<file path="config.mk">
export PLATFORM = sky130hd
export DESIGN_NAME = fixedfloat_sched
export DESIGN_NICKNAME = d
export VERILOG_FILES = /design/src/rtl/fixedfloat_sched.sv
export SDC_FILE = /design/constraint.sdc
export NUM_CORES = 1
export LEC_CHECK = 0
export ABC_AREA = 1
export CAP_MARGIN = 40
export CORE_UTILIZATION = 37
export CTS_BUF_LIST = sky130_fd_sc_hd__clkbuf_8
export DETAILED_ROUTE_END_ITERATION = 12
export PLACE_DENSITY = 0.79
export RECOVER_POWER = 100
export SLEW_MARGIN = 30
export SYNTH_ARGS = -nofsm -noshare
export SYNTH_HDL_FRONTEND = slang
export SYNTH_SLANG_ARGS = --single-unit
</file>
<file path="constraint.sdc">
create_clock -name clk -period 2.05 [get_ports clk]
set_clock_uncertainty 0.15 [all_clocks]
set_input_delay 0.205 -clock clk [delete_from_list [all_inputs] [get_ports clk]]
set_output_delay 0.205 -clock clk [all_outputs]
set_load 0.05 [all_outputs]
</file>
<file path="src/rtl/fixedfloat_sched.sv">
// fixedfloat_sched: round-robin scheduler sharing one fixedfloat converter among NUM_REQ requesters.
// Optional zero-operand bypass enabled by defining FXFL_ZERO_BYPASS_EN.
module fixedfloat_sched #(
  parameter int NUM_REQ = 4,
  parameter int CONV_LATENCY = 1,
  localparam int IDW = $clog2(NUM_REQ)
) (
  input  logic                   clk,
  input  logic                   rst,
  input  logic [NUM_REQ-1:0]     req_valid,
  input  logic [32*NUM_REQ-1:0]  req_number,
  input  logic [5*NUM_REQ-1:0]   req_pos,
  input  logic [NUM_REQ-1:0]     req_opcode,
  output logic [NUM_REQ-1:0]     req_ready,
  output logic [31:0]            conv_number,
  output logic [4:0]             conv_pos,
  output logic                   conv_opcode,
  input  logic [31:0]            conv_result,
  output logic                   resp_valid,
  output logic [IDW-1:0]         resp_id,
  output logic [31:0]            resp_data,
  input  logic                   resp_ready,
  output logic                   busy
);
  localparam logic [1:0] IDLE = 2'd0, WAIT = 2'd1, DONE = 2'd2;
  logic [1:0] state;
  logic [IDW-1:0] rr_ptr, cur, gnt;
  logic [2:0] cnt;
  logic hit, acc, byp;
  logic [31:0] sel_num;
  function automatic logic [IDW-1:0] wrap(input logic [IDW:0] v);
    return v >= (IDW+1)'(NUM_REQ) ? IDW'(v - (IDW+1)'(NUM_REQ)) : IDW'(v);
  endfunction
  // Scanning downward and overwriting leaves the first hit at or after rr_ptr.
  always_comb begin
    gnt = '0;
    hit = 1'b0;
    for (int k = NUM_REQ-1; k >= 0; k--)
      if (req_valid[wrap({1'b0, rr_ptr} + (IDW+1)'(k))]) begin
        gnt = wrap({1'b0, rr_ptr} + (IDW+1)'(k));
        hit = 1'b1;
      end
  end
  assign acc = rst && state == IDLE && hit;
  assign req_ready = acc ? NUM_REQ'(1) << gnt : '0;
  assign sel_num = req_number[32*gnt +: 32];
  assign busy = state != IDLE;
`ifdef FXFL_ZERO_BYPASS_EN
  assign byp = sel_num == '0;
`else
  assign byp = 1'b0;
`endif
  always_ff @(posedge clk or negedge rst)
    if (!rst) begin
      state <= IDLE;
      rr_ptr <= '0;
      cur <= '0;
      cnt <= '0;
      conv_number <= '0;
      conv_pos <= '0;
      conv_opcode <= 1'b0;
      resp_valid <= 1'b0;
      resp_id <= '0;
      resp_data <= '0;
    end else
      case (state)
        IDLE: if (acc) begin
          rr_ptr <= wrap({1'b0, gnt} + 1'b1);
          cur <= gnt;
          if (byp) begin
            resp_data <= '0;
            resp_id <= gnt;
            resp_valid <= 1'b1;
            state <= DONE;
          end else begin
            conv_number <= sel_num;
            conv_pos <= req_pos[5*gnt +: 5];
            conv_opcode <= req_opcode[gnt];
            cnt <= 3'(CONV_LATENCY);
            state <= WAIT;
          end
        end
        WAIT: begin
          cnt <= cnt - 1'b1;
          if (cnt == 3'd1) begin
            resp_data <= conv_result;
            resp_id <= cur;
            resp_valid <= 1'b1;
            state <= DONE;
          end
        end
        DONE: if (resp_ready) begin
          resp_valid <= 1'b0;
          state <= IDLE;
        end
        default: state <= IDLE;
      endcase
endmodule

</file>
==> metrics.txt, run 1 <==
Overflow after GRT 0; CP Class reg -> out; leakage power around 0.0045 uW; Buf/Inv on CP 5; r2r endpoint conv_pos[1]; Power Dens Cells between 1500 and 2000 nW/um^2; CTS root buf clkbuf_8; Crit Path Max Fanout 8; Final Routed Wirelength between 15 and 20 mm; wire length per cell around 15 um; unrepaired setup endpoints after global routing true; setup slack after layout -0.4305 ns; largest family of logic cells by synthesized area simple AND/OR/NAND/NOR gates; TritonCTS Buffers 9; Post-Synth Adder-Cell Area 0.01489; post-DP HPWL approximately 12 mm; Fmax achieved around 0.4 GHz; total power around 17,000 uW; Area Overhead vs Synth 80.30%; Fillers roughly 1,100; fin nets about 1,200; Worst Hold Depth 2; period utilisation layout 1.210; Antenna Nets Post-Route 0; VDD IR max 0.001022 V; worst min-delay path endpoint resp_data[10]; Synth Cell Area 5042 sq um; warnings from Yosys 0; Clock Path Buffers 2; antenna diode count 0; core area 13,240 sq um; largest net degree at the start of global routing just over 80; CP Launch Type flop; Final Core Density 0.6865; Vias about 5,500; final setup fails 49; Top Family by Delay on Critical Path simple AND/OR/NAND/NOR gates; CP Capture Type output pin; synth unique cells 29; Initial DRT Pass Iterations 4; first-pass GRT wire length 27.48 mm; post-synthesis register bit count 82; reg-to-reg slack, setup -0.30 ns; outcome finished, violations left; design area a little over 9000 sq um; simple-gate share of the synthesized area 0.3146; area of the multi-input gates 2703 sq um; initial antenna violation count 0; Hold Path Class in -> reg; Syn Inst Count 689; vias in the first global route roughly 5,500; fraction of layout cells with a size suffix above 1 0.2047; failing checks negative setup slack; post-synthesis mux area share 0.07146; dpl cell area between 8000 and 9000 sq um; critical path, cell by cell inv_8 -> nand2_2 -> nand2_2 -> nand2_4 -> nand2_4 -> nand2_4 -> nand3_4 -> nand2_8 -> buf_12 -> inv_8 -> ha_4 -> inv_2 -> nor2_4 -> buf_12; initial DRC count between 200 and 300; Critical R2R Launch rr_ptr[0]; worst slew pin tran around 1.2 ns; R2R depth 13; HP Start conv_result[10]; DRC viols 0; max-cap violations 0; initial core utilization 0.3808; CP most frequent cell nand2_4; htree depth 3; Synth Area in XOR/XNOR 0.001737; Die Ht ~120 um; number of cell rows 42; Synth top area share 0.4069; Synthesized Nets 886; FF/Latch Area 2054 sq um; # port buffers approximately 270; fin crit period 2.480 ns; Clock transition at path regs 0.10 ns; Synth Area in Compound Gates 0.04541; Post-Syn Area per Cell roughly 7.3 sq um; top cells by area, synth dfrtp_1, nand2_1, nand3_1, inv_1, mux2_2; Critical-path top delay cell dfrtp_2; worst skew pair latency 0.36 ns; fin. max-slew vios 0; max incr delay on CP approximately 0.50 ns; Required @ worst endpoint 1.69 ns; Die X-Extent 118.7 um; GP Congestion between 0.8 and 0.9; area leader, netlist dfrtp_1; final-report hold violation count 0; Max-slew headroom 0.2276; crit path DAT between 2 and 2.5 ns; TritonCTS Sinks between 80 and 90; # IOs 269; TritonCTS clock tree done; sequential area share after synthesis 0.4069; GRT Total Usage 0.2477; die area ~14,000 sq um; Vias/cell 4.769
[registers in the layout, summed over array words and instances (netlist names)]
name,cells
cnt,3
conv_number,32
conv_opcode,1
conv_pos,5
cur,2
resp_data,32
resp_id,2
resp_valid,1
rr_ptr,2
state,2
[cell usage after synthesis (all sizes together)]
cell	number
buf	26
nor2	12
clkbuf	12
a21oi	2
mux2	32
and2	1
inv	135
o211ai	21
nand2	211
nand3	115
nand4	1
ha	6
o21bai	1
xnor2	1
dfrtp	82
o21ai	10
or2	21
[final cells by class]
class | count | area share
Timing Repair Buffer | 320 | 0.3737
Multi-Input combinational cell | 434 | 0.2973
Sequential cell | 82 | 0.2260
Inverter | 135 | 0.05877
Tap cell | 176 | 0.02422
Clock buffer | 9 | 0.01363
Clock inverter | 7 | 0.006468
[per-stage QoR]
step           setup WS [ns]  instances  hold WS (ns)  TNS (ns)
3_5_place_dp         -0.3334       1123        0.1501    -11.11
3_3_place_gp         -0.2897       1123        0.1510    -9.305
6_report             -0.4305       1163        0.3072    -9.014
2_1_floorplan        -0.1558        689       -0.2406   -0.5920
4_1_cts              -0.4721       1162        0.2826    -9.306
5_1_grt              -0.5531       1163        0.2944    -14.66
[logic make-up after synthesis]
kind of cell / count (synthesis)
AO/OA/AOI/OAI: 34
XOR/XNOR: 1
adder cells (fa/ha/maj): 6
buffers and inverters: 173
flip-flops: 82
multiplexers: 32
AND/OR/NAND/NOR: 361
[cell usage in the layout (no fill, tap or decap), types with 2 or more instances in the layout]
cell type / n
or2_1: 7
ha_1: 2
o21ai_1: 2
dfrtp_2: 2
nand2_1: 191
buf_4: 23
buf_16: 4
o21ai_2: 3
o211ai_1: 21
clkbuf_4: 2
inv_8: 3
buf_8: 5
buf_12: 13
nand2_2: 8
inv_2: 8
ha_4: 4
clkdlybuf4s50_1: 210
nor2_1: 5
nand2_4: 11
o21ai_4: 2
nand3_1: 81
nand3_4: 6
dlygate4sd3_1: 52
clkbuf_1: 2
nand3_2: 28
o21ai_0: 3
clkbuf_8: 9
nor2_4: 7
inv_1: 124
or2_2: 14
inv_6: 3
dfrtp_1: 80
buf_6: 6
mux2_2: 32
[worst max path at each step]
stage / from / slack, ns / cells past startpoint / endpoint
final: rr_ptr[0] / -0.43 / 14 / req_ready[1]
after global routing: rr_ptr[0] / -0.55 / 15 / req_ready[1]
after CTS: rr_ptr[0] / -0.47 / 13 / req_ready[1]
after detailed placement: req_valid[3] / -0.33 / 14 / req_ready[2]
after global placement: req_valid[2] / -0.29 / 14 / req_ready[2]
after floorplan: rr_ptr[0] / -0.16 / 15 / req_ready[0]
[timing repair]
action | 4_1_cts | 5_1_grt
endpoints found under the setup margin | 50 | 50
cloned | 8 | 1
hold endpoints to repair | 82 | 0
gates resized for setup | 80 | 35
hold buffers | 1 | 0
pin swaps | 40 | 23
setup buffers | 15 | 5
[power breakdown]
group	switching, uW	internal (uW)	leakage (uW)	total [uW]
Clock	678	462	0.0000925	1140
Combinational	7740	5130	0.00339	12900
Sequential	447	2460	0.000985	2900
[layer usage]
layer	GRT usage	wire length, um	up-vias	share of wire
met4	0.1076	476	0	0.028
met2	0.4382	8753	228	0.51
met3	0.06467	1229	40	0.072
met1	0.2791	6627	2562	0.39
li1	-	-	2716	-
met5	0	0	-	0
(Power assumes the default switching activity.)
==> run 2: changes to the inputs <==
--- a/config.mk
+++ b/config.mk
@@ -7,11 +7,12 @@
 export LEC_CHECK = 0
 export ABC_AREA = 1
 export CAP_MARGIN = 40
-export CORE_UTILIZATION = 37
+export CORE_UTILIZATION = 40
 export CTS_BUF_LIST = sky130_fd_sc_hd__clkbuf_8
 export DETAILED_ROUTE_END_ITERATION = 12
-export PLACE_DENSITY = 0.79
+export PLACE_DENSITY = 0.82
 export RECOVER_POWER = 100
+export SETUP_SLACK_MARGIN = 0.1
 export SLEW_MARGIN = 30
 export SYNTH_ARGS = -nofsm -noshare
 export SYNTH_HDL_FRONTEND = slang
==> constraint.sdc (replaced) <==
create_clock -name clk -period 2.45 [get_ports clk]
set_clock_uncertainty 0.15 [all_clocks]
set_input_delay 0.49 -clock clk [delete_from_list [all_inputs] [get_ports clk]]
set_output_delay 0.49 -clock clk [all_outputs]
set_load 0.05 [all_outputs]
==> metrics.txt, run 2 (synthesized netlist as in run 1, its figures left out) <==
outcome finished, violations left (unchanged); failing checks negative setup slack (unchanged); fin nets 1,169 (was 1,179); worst setup path endpoint req_ready[3] (was req_ready[1]); Antenna Nets Post-Route 0 (unchanged); initial DRC count 269 (was 268); worst slew pin tran 1.404 ns (was 1.159 ns); Area Overhead vs Synth 71.66% (was 80.30%); Final Routed Wirelength 16.37 mm (was 17.09 mm); VDD IR max 0.0008630 V (was 0.001022 V); reg-to-reg slack, setup -0.08 ns (was -0.30 ns); final setup fails 19 (was 49); crit path DAT 2.09 ns (was 2.13 ns); GRT met3 Usage 0.08047 (was 0.06467); vias in the first global route 5,183 (was 5,499); CP Launch Type flop (unchanged); Fillers 960 (was 1,058); Power Dens Cells 1606 nW/um^2 (was 1861 nW/um^2); fraction of layout cells with a size suffix above 1 0.1546 (was 0.2047); DP Worst Slack -0.3732 ns (was -0.3334 ns); die area 13,060 sq um (was 14,100 sq um); max-cap violations 0 (unchanged); first-pass GRT wire length 24.82 mm (was 27.48 mm); wire length per cell 14.29 um (was 14.69 um); Hold Path Class reg -> reg (was in -> reg); number of cell rows 40 (was 42); CTS root buf clkbuf_8 (unchanged); leakage power 0.004256 uW (was 0.004465 uW); Overflow after GRT 0 (unchanged); TritonCTS Sinks 82 (unchanged); crit path from rr_ptr[0] (unchanged); GR Util met2 0.4424 (was 0.4382); Clock transition at path regs 0.10 ns (about the same); # port buffers 268 (unchanged); commonest non-fill, non-tap cells in the layout clkdlybuf4s50_1, nand2_1, inv_1 (unchanged); smallest hold slack 0.3257 ns (was 0.3072 ns); met1 Use GR 0.2561 (was 0.2791); Critical R2R Launch rr_ptr[0] (unchanged); post-DP HPWL 11.45 mm (was 11.52 mm); CP Class reg -> out (unchanged); core area 12,160 sq um (was 13,240 sq um); Vias/cell 4.734 (was 4.769); # IOs 269 (unchanged); initial antenna violation count 0 (unchanged); TritonCTS clock tree done (unchanged); CP Capture Type output pin (unchanged); Crit Path Max Fanout 9 (was 8); unrepaired setup endpoints after global routing true (unchanged); initial core utilization 0.4146 (was 0.3808); worst skew pair latency 0.36 ns (about the same); r2r endpoint conv_number[9] (was conv_pos[1]); antenna diode count 0 (unchanged); biggest regs conv_number: 32 flops, resp_data: 32 flops, conv_pos: 5 flops (unchanged); final-report hold violation count 0 (unchanged); Die X-Extent 114.3 um (was 118.7 um); R2R depth 16 (was 13); Max-slew headroom 0.06403 (was 0.2276); period utilisation layout 1.114; htree depth 3 (unchanged); Fmax achieved around 0.37 GHz; TritonCTS Buffers 9 (unchanged); Clock Path Buffers 2 (unchanged); commonest non-fill, non-tap cell in the layout clkdlybuf4s50_1 (unchanged); GP Congestion 0.8565 (was 0.8867); Initial DRT Pass Iterations 6 (was 4); fin crit period ~2.7 ns; DRC viols 0 (unchanged); fin. max-slew vios 0 (unchanged); largest net degree at the start of global routing 83 (unchanged); setup slack after layout -0.2801 ns (was -0.4305 ns); Die Ht 114.3 um (was 118.7 um); Vias 5,421 (was 5,546); Worst Hold Depth 2 (unchanged); GRT Total Usage 0.2427 (was 0.2477); Required @ worst endpoint 1.81 ns (was 1.69 ns); GRT busiest layer met2 (unchanged)
run 2: critical path, stage by stage, from the launching register on:
cell	delay (ns)
dfrtp_1	0.41
buf_12	0.15
inv_8	0.07
nand2_2	0.05
nand2_2	0.09
nand2_2	0.08
nand2_4	0.09
nand2_2	0.08
nand2_2	0.09
nand2_4	0.08
nand2_8	0.11
inv_6	0.04
ha_4	0.14
inv_2	0.06
nor2_4	0.04
buf_12	0.14
run 2: timing repair:
| action | 4_1_cts | 5_1_grt |
|---|---|---|
| resized for setup | 14 | 22 |
| buffers inserted | 2 | 4 |
| hold endpoints to repair | 0 | 23 |
| hold buffers | 0 | 1 |
| pin swaps | 5 | 6 |
| setup endpoints to repair | 11 | 40 |
| cloned | 2 | 5 |
run 2: area by class of cell:
| class | instances | area [sq um] | area share |
|---|---|---|---|
| tap | 168 | 210.2 | 0.02428 |
| multi-input combinational | 434 | 2422 | 0.2798 |
| inverter | 135 | 521.8 | 0.06028 |
| clock buffer | 9 | 123.9 | 0.01431 |
| timing repair buffer | 310 | 3256 | 0.3761 |
| sequential | 82 | 2053 | 0.2372 |
| clock inverter | 7 | 68.82 | 0.007950 |
run 2: worst min path at each step:
stage | start | endpoint
6_report | resp_valid | resp_valid
5_1_grt | resp_valid | resp_valid
4_1_cts | rst | conv_number[14]
3_5_place_dp | resp_valid | resp_valid
3_3_place_gp | resp_valid | resp_valid
2_1_floorplan | rst | cnt[0]
run 2: routing by layer:
metal / wire length, um / vias to the layer above
li1: - / 2688
met1: 6068 / 2465
met2: 8455 / 229
met3: 1347 / 39
met4: 497 / 0
met5: 0 / -
run 2: report_power, final:
part / internal (uW) / switching (uW)
Clock: 401 / 593
Sequential: 2050 / 367
Combinational: 4280 / 6210
Total: 6730 / 7170
run 2: through the flow:
| step | cells | power, uW | util | setup TNS, ns | instance area, sq um |
|---|---|---|---|---|---|
| finish | 1145 | 13900 | 0.7117 | -1.876 | 8656 |
| global route | 1145 | 14820 | 0.7117 | -4.188 | 8656 |
| global placement | 1114 | 11540 | 0.6700 | -9.085 | 8148 |
| detailed placement | 1114 | 11700 | 0.6703 | -11.70 | 8152 |
| CTS | 1134 | 13220 | 0.6945 | -1.112 | 8447 |
| floorplan | 689 | 8912 | - | -0.1320 | 5169 |
